==> src/rtl/divider_64b_seq.sv <==
// rtl/divider_64b_seq.sv - sequential 2*DW / DW unsigned restoring divider
// One quotient bit per enabled edge; a zero divisor short-circuits to DONE with all-ones quotient.
module divider_64b_seq #(
  parameter int DW = 32
) (
  input  logic            iClk,
  input  logic            iRst,
  input  logic            iEn,
  input  logic            iClr,
  input  logic            iValid,
  output logic            oReady,
  input  logic [2*DW-1:0] iData,
  input  logic [DW-1:0]   iDivisor,
  output logic            oValid,
  input  logic            iReady,
  output logic [2*DW-1:0] oQuot,
  output logic [DW-1:0]   oRem,
  output logic            oDivByZero
);

  localparam int CW = $clog2(2*DW+1);

  typedef enum logic [1:0] {S_IDLE, S_BUSY, S_DONE} state_t;

  state_t          r_state;
  logic [2*DW-1:0] r_dvd;
  logic [DW-1:0]   r_dvs;
  logic [DW:0]     r_rem;
  logic [CW-1:0]   r_cnt;

  logic [DW:0]     w_shift;
  logic [DW:0]     w_diff;
  logic            w_ge;

  // Dividend register doubles as the quotient: its MSB feeds the remainder, quotient bits enter at the LSB.
  assign w_shift = {r_rem[DW-1:0], r_dvd[2*DW-1]};
  assign w_diff  = w_shift - {1'b0, r_dvs};
  assign w_ge    = r_rem[DW] | (w_shift >= {1'b0, r_dvs});

  always_ff @(posedge iClk) begin
    if (iRst || iClr) begin
      r_state    <= S_IDLE;
      r_dvd      <= '0;
      r_dvs      <= '0;
      r_rem      <= '0;
      r_cnt      <= '0;
      oReady     <= 1'b1;
      oValid     <= 1'b0;
      oQuot      <= '0;
      oRem       <= '0;
      oDivByZero <= 1'b0;
    end else if (iEn) begin
      case (r_state)
        S_IDLE: begin
          if (iValid && oReady) begin
            r_dvd   <= iData;
            r_dvs   <= iDivisor;
            r_rem   <= '0;
            r_cnt   <= '0;
            oReady  <= 1'b0;
            r_state <= S_BUSY;
          end
        end
        S_BUSY: begin
          if (r_dvs == '0) begin
            oQuot      <= '1;
            oRem       <= r_dvd[DW-1:0];
            oDivByZero <= 1'b1;
            oValid     <= 1'b1;
            r_state    <= S_DONE;
          end else if (r_cnt == CW'(2*DW)) begin
            oQuot      <= r_dvd;
            oRem       <= r_rem[DW-1:0];
            oDivByZero <= 1'b0;
            oValid     <= 1'b1;
            r_state    <= S_DONE;
          end else begin
            r_rem <= w_ge ? w_diff : w_shift;
            r_dvd <= {r_dvd[2*DW-2:0], w_ge};
            r_cnt <= r_cnt + 1'b1;
          end
        end
        S_DONE: begin
          // Handshake returns to IDLE only; the next accept waits for the following edge.
          if (iReady) begin
            oValid     <= 1'b0;
            oQuot      <= '0;
            oRem       <= '0;
            oDivByZero <= 1'b0;
            oReady     <= 1'b1;
            r_state    <= S_IDLE;
          end
        end
        default: begin
          r_state <= S_IDLE;
          oReady  <= 1'b1;
          oValid  <= 1'b0;
        end
      endcase
    end
  end

endmodule

==> config.mk <==
export PLATFORM = sky130hd
export DESIGN_NAME = divider_64b_seq
export DESIGN_NICKNAME = d
export VERILOG_FILES = /design/src/rtl/divider_64b_seq.sv
export SDC_FILE = /design/constraint.sdc
export NUM_CORES = 1
export LEC_CHECK = 0
export ABC_AREA = 1
export CORE_MARGIN = 2
export CORE_UTILIZATION = 49
export DETAILED_ROUTE_END_ITERATION = 8
export GPL_ROUTABILITY_DRIVEN = 0
export PLACE_DENSITY = 0.84
export SLEW_MARGIN = 10
export SYNTH_ARGS = -nofsm -noshare
export SYNTH_HDL_FRONTEND = slang
export SYNTH_SLANG_ARGS = --single-unit
==> constraint.sdc <==
create_clock -name iClk -period 1.8 [get_ports iClk]
set_input_delay 0.36 -clock iClk [delete_from_list [all_inputs] [get_ports iClk]]
set_output_delay 0.36 -clock iClk [all_outputs]
set_load 0.01 [all_outputs]
==> results of run 1 <==
timing repair:
action                                  4_1_cts
pin swaps                                    34
cloned                                       28
buffers inserted                             42
resized for setup                           228
endpoints found under the setup margin      274
cells by family after synthesis:
| family | Yosys count |
|---|---|
| compound gates | 483 |
| xor+xnor | 18 |
| fa+ha+maj | 35 |
| buf+inv | 323 |
| flops | 237 |
| simple gates | 820 |
per-stage QoR:
stage | area [um^2] | setup slack (ps)
after CTS | 19500 | -338
after detailed placement | 16700 | -411
after global placement | 16700 | -326
after floorplan | 13000 | -6.21
layer usage:
metal	overflow	GRT usage
met1	5	0.801
met2	100	0.944
met3	4	0.678
met4	96	0.836
met5	7	0.377
==> qor.log, run 1 <==
INFO  yosys          synth-compound-area-share=0.200
INFO  yosys          synth.net_count=2,053
INFO  yosys          muxShareOfSynthArea=0
INFO  clocking       tritoncts_num_sinks=237
INFO  yosys          synth_top_family_by_area=simple AND/OR/NAND/NOR gates
INFO  yosys          synth-simple-area-share=0.265
INFO  global_routing grt_max_degree=65
INFO  yosys          async_flop_share=0
INFO  clocking       cts.root.buffer_cell=sky130_fd_sc_hd__clkbuf_16
INFO  status         last_stage_the_flow_got_to=global routing
INFO  yosys          postSynthRegisterBits=237
INFO  yosys          syn-mean-instance-area=6.54um^2
INFO  floorplan      chipHeight=164um
INFO  floorplan      die_width=164um
INFO  yosys          netlist_top_cells_count=577 x sky130_fd_sc_hd__nand2_1, 237 x sky130_fd_sc_hd__dfxtp_1, 190 x sky130_fd_sc_hd__a21oi_1, 180 x sky130_fd_sc_hd__inv_1, 164 x sky130_fd_sc_hd__o21ai_0
INFO  yosys          syn_inst=1,916
INFO  yosys          synth_cell_type_count=37
INFO  placed_design  hpwl=30,200um
INFO  yosys          post_synth_fa_ha_maj_area_fraction=0.0356
INFO  clocking       clk_path_buf_depth=3
INFO  yosys          synth_edf_count=0
INFO  yosys          synthesis.area=0.0125mm^2
INFO  yosys          synthTopCellsByArea=sky130_fd_sc_hd__dfxtp_1 38%, sky130_fd_sc_hd__nand2_1 17%, sky130_fd_sc_hd__a21oi_1 7.6%
INFO  clocking       htree_num_levels=1
INFO  yosys          ys_warn_count=0
INFO  clocking       cts.hold.buffers_added=0
INFO  timing         repair-timing-grt-worst-ep=oQuot[37]$_SDFFE_PP0P_/D
INFO  yosys          yosysMostFrequentCell=sky130_fd_sc_hd__nand2_1
INFO  status         status=stopped before the end
INFO  global_routing grt_antenna_before_repair=3
INFO  global_routing global_route.overflow_total=212
INFO  yosys          synth.top_cell.area_share=0.379
INFO  floorplan      top_level_ports=201
INFO  global_routing groute.usage.overall=0.807
INFO  floorplan      std_cell_rows=58
INFO  floorplan      initial_util=0.499
INFO  placed_design  numPlacedInstances=2,542
INFO  yosys          post_synth_xor_area_fraction=0.0126
INFO  timing         timing.worst_endpoint.kind=register input
INFO  clocking       tritoncts.num_buffers=25
INFO  yosys          synth_top_area_cell=sky130_fd_sc_hd__dfxtp_1
INFO  yosys          ys_seq_area_frac=0.379
INFO  yosys          yosys_most_used_dff=sky130_fd_sc_hd__dfxtp_1
INFO  status         run.stop_error=[ERROR GRT-0232] Routing congestion too high. Check the congestion heatmap in the GUI.
INFO  placed_design  port-buffer-count=200
==> run 2, diff against run 1 <==
--- a/config.mk
+++ b/config.mk
@@ -7,10 +7,10 @@
 export LEC_CHECK = 0
 export ABC_AREA = 1
 export CORE_MARGIN = 2
-export CORE_UTILIZATION = 49
+export CORE_UTILIZATION = 40
 export DETAILED_ROUTE_END_ITERATION = 8
 export GPL_ROUTABILITY_DRIVEN = 0
-export PLACE_DENSITY = 0.84
+export PLACE_DENSITY_LB_ADDON = 0.15
 export SLEW_MARGIN = 10
 export SYNTH_ARGS = -nofsm -noshare
 export SYNTH_HDL_FRONTEND = slang
==> constraint.sdc (replaced) <==
create_clock -name iClk -period 2.34 [get_ports iClk]
set_input_delay 0.468 -clock iClk [delete_from_list [all_inputs] [get_ports iClk]]
set_output_delay 0.468 -clock iClk [all_outputs]
set_load 0.01 [all_outputs]
==> qor.log, run 2 <==
INFO  status         status=completed
INFO  yosys          postSynthRegisterBits=237 [unchanged]
INFO  job            max-cap-violations=0
INFO  timing         maxSlewHeadroom=0.405
INFO  critical_path  worstPathMaxFanout=18
INFO  yosys          syn_inst=1,916 [unchanged]
INFO  placed_design  port-buffer-count=200 [unchanged]
INFO  timing         fin_crit=2250ps
INFO  placed_design  hpwl=28,300um [-6.4%]
INFO  clocking       clock_tree_from_tritoncts=built
INFO  timing         timing.final.setup_violations=0
INFO  yosys          synth_edf_count=0 [unchanged]
INFO  timing         fin_tns_setup=0ps
INFO  yosys          syn-mean-instance-area=6.54um^2 [unchanged]
INFO  critical_path  critical-path-max-stage-delay=380ps
INFO  clocking       path_clk_slew=60ps
INFO  hold_path      holdCritPathClass=reg -> reg
INFO  timing         timing_max_transition_violations_final=0
INFO  layout         layout.cells.most_common=sky130_fd_sc_hd__nand2_1
INFO  floorplan      std_cell_rows=64 [+10%]
INFO  critical_path  timing.critical_path.from_type=flip-flop
INFO  placed_design  detailedPlace.worstSlack=-2.57ps [+408 ps]
INFO  timing         worst_clock_skew=36.1ps
INFO  route          num_vias=12,900
INFO  critical_path  reg2reg_depth=14
INFO  yosys          netlist_top_cells_count=577 x sky130_fd_sc_hd__nand2_1, 237 x sky130_fd_sc_hd__dfxtp_1, 190 x sky130_fd_sc_hd__a21oi_1, 180 x sky130_fd_sc_hd__inv_1, 164 x sky130_fd_sc_hd__o21ai_0
INFO  route          dr.pass1.iters=5
INFO  yosys          async_flop_share=0 [unchanged]
INFO  route          drc_errors=0
INFO  timing         maxClockFrequency=445MHz
INFO  yosys          yosysMostFrequentCell=sky130_fd_sc_hd__nand2_1
INFO  yosys          synth_cell_type_count=37 [unchanged]
INFO  critical_path  path_cells=inv_1 -> ha_2 -> nand2_2 -> nor2_2 -> inv_2 -> nor3_1 -> nand2_1 -> nand2_1 -> nand2_2 -> nand2_4 -> buf_12 -> nand2_1 -> nand3_1 -> a21oi_1
INFO  yosys          synthTopCellsByArea=sky130_fd_sc_hd__dfxtp_1 38%, sky130_fd_sc_hd__nand2_1 17%, sky130_fd_sc_hd__a21oi_1 7.6%
INFO  layout         mostFrequentLayoutCells=568 x sky130_fd_sc_hd__nand2_1, 234 x sky130_fd_sc_hd__dfxtp_1, 200 x sky130_fd_sc_hd__clkdlybuf4s50_1
INFO  floorplan      top_level_ports=201 [unchanged]
INFO  timing         timing.final.crit_share=0.961
INFO  floorplan      die_width=181um [+10%]
INFO  route          post_drt_wl_per_cell=15.5um
INFO  route          detail-route-antenna-nets=0
INFO  critical_path  slowest_cell_on_the_critical_path=sky130_fd_sc_hd__ha_2
INFO  floorplan      initial_util=0.407 [-0.0915]
INFO  timing         finalHoldViolCount=0
INFO  route          drt-total-wl=38,900um
INFO  power_and_ir_drop power_density=648mW/mm^2
INFO  floorplan      coreArea=0.0307mm^2
INFO  floorplan      chipHeight=181um [+10%]
INFO  yosys          synth.net_count=2,053 [unchanged]
INFO  global_routing grt_antenna_before_repair=1
INFO  clocking       tritoncts_num_sinks=237 [unchanged]
INFO  yosys          ys_seq_area_frac=0.379 [unchanged]
INFO  global_routing global_route.overflow_total=0
INFO  timing         fin_hold_ws=467ps
INFO  yosys          ys_warn_count=0 [unchanged]
INFO  route          drt-initial-drc-count=849
INFO  clocking       cts.root.buffer_cell=sky130_fd_sc_hd__clkbuf_16
INFO  layout         antenna_cells=0
INFO  route          post_drt_via_cell_ratio=5.13
INFO  global_routing grt_max_degree=65
INFO  global_routing grt_pass1_vias=12,300
INFO  power_and_ir_drop total_power=10.6mW
INFO  clocking       clock_latency_on_the_worst_skew_pair=570ps
INFO  global_routing groute.usage.overall=0.235
INFO  timing         setup_ws=91.4ps
INFO  critical_path  critical_path_required=2760ps
INFO  yosys          synthesis.area=0.0125mm^2 [unchanged]
INFO  floorplan      design.die.area=0.0327mm^2
INFO  layout         area.growth.synth_to_final=30.9%
INFO  clocking       clk_path_buf_depth=3 [unchanged]
INFO  power_and_ir_drop total_leakage_power=6.55nW
INFO  layout         biggestRegsByFlops=oQuot x64, r_dvd x64, r_rem x33
INFO  critical_path  worst_setup_path_end_kind=flip-flop
INFO  global_routing global_route_wire_length_before_repair=63,800um
INFO  hold_path      min_path_cells=2
INFO  yosys          synth.top_cell.area_share=0.379 [unchanged]
INFO  yosys          synth_top_area_cell=sky130_fd_sc_hd__dfxtp_1
INFO  clocking       htree_num_levels=1 [unchanged]
INFO  layout         layout.nets=2,229
INFO  layout         post_route_cells_drive_above_1_share=0.0922
INFO  critical_path  cp_common_cell=sky130_fd_sc_hd__nand2_1
INFO  power_and_ir_drop vdd_ir_drop_max=0.531mV
INFO  yosys          yosys_most_used_dff=sky130_fd_sc_hd__dfxtp_1
INFO  timing         tightest_slew=893ps
INFO  critical_path  setup.worst_path.class=reg -> reg
INFO  clocking       tritoncts.num_buffers=28 [+12%]
INFO  critical_path  critPathArrivalTime=2670ps
-- run 2: cell counts after synthesis --
No cell type changed its count.
-- run 2: stage by stage --
| stage | instances | util | instance area (um^2) |
|---|---|---|---|
| 3_5_place_dp | 2456 | 0.492 | 15100 |
| 3_3_place_gp | 2456 | 0.492 | 15100 |
| 4_1_cts | 2508 | 0.525 | 16100 |
| 2_1_floorplan | 1916 | - | 12500 |
| 6_report | 2510 | 0.533 | 16400 |
| 5_1_grt | 2510 | 0.533 | 16400 |
-- run 2: where the power goes --
part / total, mW / switching [mW] / internal, mW
clock: 4.53 / 1.76 / 2.77
sequential: 4.14 / 0.0424 / 4.09
combinational: 1.96 / 1.19 / 0.774
total: 10.6 / 2.99 / 7.64
-- run 2: cell families after synthesis --
logic type               share of synthesized area
AND/OR/NAND/NOR                              0.265
AO/OA/AOI/OAI                                0.200
buffers and inverters                        0.107
flip-flops                                   0.379
adder cells (fa/ha/maj)                     0.0356
XOR/XNOR                                    0.0126
-- run 2: path summary, 6_finish.rpt --
| path | from | end | slack, ps |
|---|---|---|---|
| min reg2reg | r_dvs[18] | r_dvs[18] | 470 |
| max | r_dvs[24] | r_rem[23] | 90 |
| max reg2reg | r_dvs[24] | r_rem[23] | 90 |
| min | r_dvs[18] | r_dvs[18] | 470 |
-- run 2: worst max-delay path, delay by kind of cell, from the launching register on --
kind                       cells  cell delay (ps)
buffers and inverters          3              290
and+or+nand+nor                9             1090
adders and majority gates      1              380
AOI/OAI and AO/OA              1               60
DFF                            1              310
-- run 2: area by class of cell --
class | instances | area [um^2]
Multi-Input combinational cell | 1356 | 6700
Timing Repair Buffer | 256 | 2650
Fill cell | 3038 | 14400
Inverter | 213 | 806
Clock inverter | 9 | 123
Sequential cell | 237 | 4750
Tap cell | 396 | 495
Clock buffer | 43 | 867
-- run 2: timing repair --
action / 4_1_cts / 5_1_grt
pin swaps: 0 / 6
setup endpoints to repair: 1 / 112
gates resized for setup: 1 / 50
setup buffers: 0 / 2
hold buffers: 0 / 0
-- run 2: metal layers --
layer,track usage,vias to the layer above,routed length (um)
met3,0.0570,61,2990
met1,0.322,5838,18000
met4,0.0644,0,978
li1,-,6586,-
met2,0.368,392,16900
met5,0,-,0
Power figures use the tool's default switching activity.
==> run 3, diff against run 2 <==
--- a/config.mk
+++ b/config.mk
@@ -5,8 +5,7 @@
 export SDC_FILE = /design/constraint.sdc
 export NUM_CORES = 1
 export LEC_CHECK = 0
-export ABC_AREA = 1
-export CORE_MARGIN = 2
+export CORE_MARGIN = 3
 export CORE_UTILIZATION = 40
 export DETAILED_ROUTE_END_ITERATION = 8
 export GPL_ROUTABILITY_DRIVEN = 0
==> constraint.sdc (replaced) <==
create_clock -name iClk -period 2 [get_ports iClk]
set_input_delay 0.4 -clock iClk [delete_from_list [all_inputs] [get_ports iClk]]
set_output_delay 0.4 -clock iClk [all_outputs]
set_load 0.01 [all_outputs]
==> qor.log, run 3 <==
INFO  status         status=finished with violations
INFO  status         violated_checks=design-rule violations, negative setup slack
INFO  timing         timing_max_transition_violations_final=0 [unchanged]
INFO  yosys          async_flop_share=0 [unchanged]
INFO  layout         area.growth.synth_to_final=73.6%
INFO  timing         timing.final.crit_share=1.39 [+0.430]
INFO  power_and_ir_drop power_density=679mW/mm^2 [+4.7%]
INFO  floorplan      initial_util=0.409 [+0.00198]
INFO  power_and_ir_drop vdd_ir_drop_max=0.625mV [+18%]
INFO  route          drt-initial-drc-count=1,383 [+63%]
INFO  critical_path  critical-path-max-stage-delay=340ps [-40 ps]
INFO  floorplan      chipHeight=173um [-4.7%]
INFO  critical_path  slowest_cell_on_the_critical_path=sky130_fd_sc_hd__fa_2
INFO  route          num_vias=12,400 [-3.8%]
INFO  timing         finalHoldViolCount=0 [unchanged]
INFO  placed_design  port-buffer-count=200 [unchanged]
INFO  floorplan      design.die.area=0.0298mm^2 [-9.1%]
INFO  route          dr.pass1.iters=9 [+4]
INFO  critical_path  setup.worst_path.class=reg -> reg
INFO  yosys          syn-mean-instance-area=8.32um^2 [+27%]
INFO  timing         timing.final.setup_violations=202 [+202]
INFO  critical_path  critical_path_required=2430ps [-330 ps]
INFO  placed_design  placed_area=0.0152mm^2 [+0.61%]
INFO  floorplan      top_level_ports=201 [unchanged]
INFO  yosys          synth_top_family_by_area=compound AO/OA/AOI/OAI gates
INFO  timing         setup_ws=-782ps [-873 ps]
INFO  yosys          synth.net_count=1,471 [-28%]
INFO  clocking       tritoncts.num_buffers=26 [-7.1%]
INFO  job            max-cap-violations=0 [unchanged]
INFO  layout         biggestRegsByFlops=oQuot x64, r_dvd x64, r_rem x33
INFO  placed_design  numPlacedInstances=2,032 [-17%]
INFO  layout         antenna_cells=0 [unchanged]
INFO  critical_path  cp_common_cell=sky130_fd_sc_hd__inv_2
INFO  yosys          synth.top_cell.area_share=0.428 [+0.0489]
INFO  yosys          synth-compound-area-share=0.225 [+0.0248]
INFO  yosys          synthTopCellsByArea=sky130_fd_sc_hd__dfxtp_1 43%, sky130_fd_sc_hd__a21oi_1 7.2%, sky130_fd_sc_hd__nor2_1 6.7%
INFO  yosys          yosys_most_used_dff=sky130_fd_sc_hd__dfxtp_1
INFO  clocking       cts.root.buffer_cell=sky130_fd_sc_hd__clkbuf_16
INFO  yosys          ys_seq_area_frac=0.428 [+0.0489]
INFO  critical_path  critPathArrivalTime=3210ps [+540 ps]
INFO  timing         maxClockFrequency=359MHz [-19%]
INFO  yosys          postSynthRegisterBits=237 [unchanged]
INFO  floorplan      std_cell_rows=60 [-6.3%]
INFO  yosys          muxShareOfSynthArea=0.0388 [+0.0388]
INFO  yosys          synth-simple-area-share=0.194 [-0.0715]
INFO  layout         non_filler_instance_count_after_layout=2,161 [-14%]
INFO  clocking       htree_num_levels=1 [unchanged]
INFO  critical_path  timing.critical_path.from_type=flip-flop
INFO  clocking       cts.hold.buffers_added=0 [unchanged]
INFO  clocking       tritoncts_num_sinks=237 [unchanged]
INFO  yosys          yosysMostFrequentCell=sky130_fd_sc_hd__dfxtp_1
INFO  layout         stdcell_area=0.0193mm^2 [+17%]
INFO  route          drt-total-wl=44,000um [+13%]
INFO  global_routing global_route_wire_length_before_repair=65,000um [+1.9%]
INFO  layout         post_route_cells_drive_above_1_share=0.372 [+0.279]
INFO  yosys          post_synth_fa_ha_maj_area_fraction=0.0402 [+0.00459]
INFO  timing         fin_tns_setup=-94,360ps [-94,360 ps]
INFO  clocking       path_clk_slew=60ps [about the same]
INFO  yosys          netlist_top_cells_count=237 x sky130_fd_sc_hd__dfxtp_1, 199 x sky130_fd_sc_hd__nor2_1, 160 x sky130_fd_sc_hd__a21oi_1, 131 x sky130_fd_sc_hd__nand2_1, 97 x sky130_fd_sc_hd__nor3_1
INFO  global_routing grt_antenna_before_repair=0 [-1]
INFO  yosys          synthesis.area=0.0111mm^2 [-11%]
INFO  clocking       clk_path_buf_depth=3 [unchanged]
INFO  global_routing grt_pass1_vias=11,700 [-4.6%]
INFO  layout         layout.cells.most_common=sky130_fd_sc_hd__dfxtp_1
INFO  floorplan      die_width=173um [-4.7%]
INFO  route          post_drt_wl_per_cell=20.4um [+31%]
INFO  timing         tightest_slew=1300ps [+412 ps]
INFO  global_routing groute.usage.overall=0.266 [+0.0318]
INFO  layout         mostFrequentLayoutCells=222 x sky130_fd_sc_hd__dfxtp_1, 210 x sky130_fd_sc_hd__buf_4, 200 x sky130_fd_sc_hd__clkdlybuf4s50_1
INFO  critical_path  worst_setup_path_end_kind=flip-flop
INFO  power_and_ir_drop total_leakage_power=7.37nW [+12%]
INFO  yosys          synth_cell_type_count=74 [+100%]
INFO  timing         worst_clock_skew=11.9ps [-24.2 ps]
INFO  critical_path  worstPathMaxFanout=4 [-14]
INFO  clocking       clock_tree_from_tritoncts=built
INFO  timing         fin_crit=2780ps [+533 ps]
INFO  yosys          syn_inst=1,334 [-30%]
INFO  global_routing grt_max_degree=65 [unchanged]
INFO  timing         grt_setup_unrepaired=true
INFO  floorplan      coreArea=0.0271mm^2 [-12%]
INFO  route          post_drt_via_cell_ratio=5.73 [+12%]
INFO  hold_path      holdCritPathClass=in -> reg
INFO  yosys          ys_warn_count=0 [unchanged]
INFO  critical_path  path_cells=inv_2 -> ha_4 -> inv_2 -> fa_2 -> a211oi_2 -> nor2_2 -> o31ai_4 -> a311oi_4 -> o311ai_4 -> buf_6 -> a21oi_2 -> or3_1 -> a21oi_1 -> o31ai_1
INFO  route          drc_errors=4 [+4]
INFO  timing         maxSlewHeadroom=0.130 [-0.275]
INFO  global_routing global_route.overflow_total=0 [unchanged]
INFO  placed_design  hpwl=26,300um [-7.2%]
INFO  yosys          synth_top_area_cell=sky130_fd_sc_hd__dfxtp_1
INFO  clocking       clock_latency_on_the_worst_skew_pair=550ps [-20 ps]
INFO  route          detail-route-antenna-nets=0 [unchanged]
INFO  layout         layout.nets=1,907 [-14%]
INFO  yosys          post_synth_xor_area_fraction=0.0197 [+0.00715]
INFO  yosys          synth_edf_count=0 [unchanged]
## run 3: routing by layer
layer	up-vias	track usage	wire, um
li1	5732	-	-
met4	0	0.0889	1540
met5	-	0	0
met1	6001	0.359	18100
met3	108	0.0439	3500
met2	543	0.437	20900
## run 3: final cells by class
class,count,area (um^2)
fill,1959,7840
multi-input combinational,958,7570
timing repair buffer,507,5350
sequential,237,4760
clock buffer,35,744
tap,372,465
clock inverter,12,208
inverter,40,150
## run 3: worst paths after layout
check	endpoint	start	depth (start not counted)	slack (ps)
worst min register to register	r_dvs[24]	r_dvs[24]	2	480
worst min-delay path	r_dvs[16]	iDivisor[16]	3	390
worst max register to register	r_rem[26]	r_dvd[63]	14	-780
worst max-delay path	r_rem[26]	r_dvd[63]	14	-780
## run 3: power breakdown
group	internal, mW	switching [mW]
clock network	3.26	2.08
logic	1.54	1.35
registers	4.78	0.0635
## run 3: critical path: cells and delay by family, from the launching register on
family                     cells  cell delay (ps)
AOI/OAI and AO/OA              7             1190
adders and majority gates      2              470
buffers and inverters          3              250
DFF                            1              320
and+or+nand+nor                2              430
## run 3: logic make-up after synthesis
logic type	Yosys count
muxes	43
buffers and inverters	140
and+or+nand+nor	488
adders and majority gates	35
AOI/OAI and AO/OA	366
DFF	237
xor gates and xnor gates	25
## run 3: per-stage QoR
stage	power, mW	hold slack [ps]	worst slack, ps	utilization
final	13.1	394	-782	0.711
after floorplan	6.12	429	-736	-
after global routing	13.5	398	-941	0.711
after detailed placement	7.01	453	-900	0.562
after global placement	6.99	449	-857	0.562
after CTS	12.9	387	-787	0.673
## run 3: what timing repair did
| action | in CTS | in global routing |
|---|---|---|
| gates resized for setup | 232 | 225 |
| hold endpoints to repair | 0 | 0 |
| pin swaps | 96 | 112 |
| gates cloned | 26 | 8 |
| setup buffers | 45 | 24 |
| setup endpoints to repair | 201 | 203 |
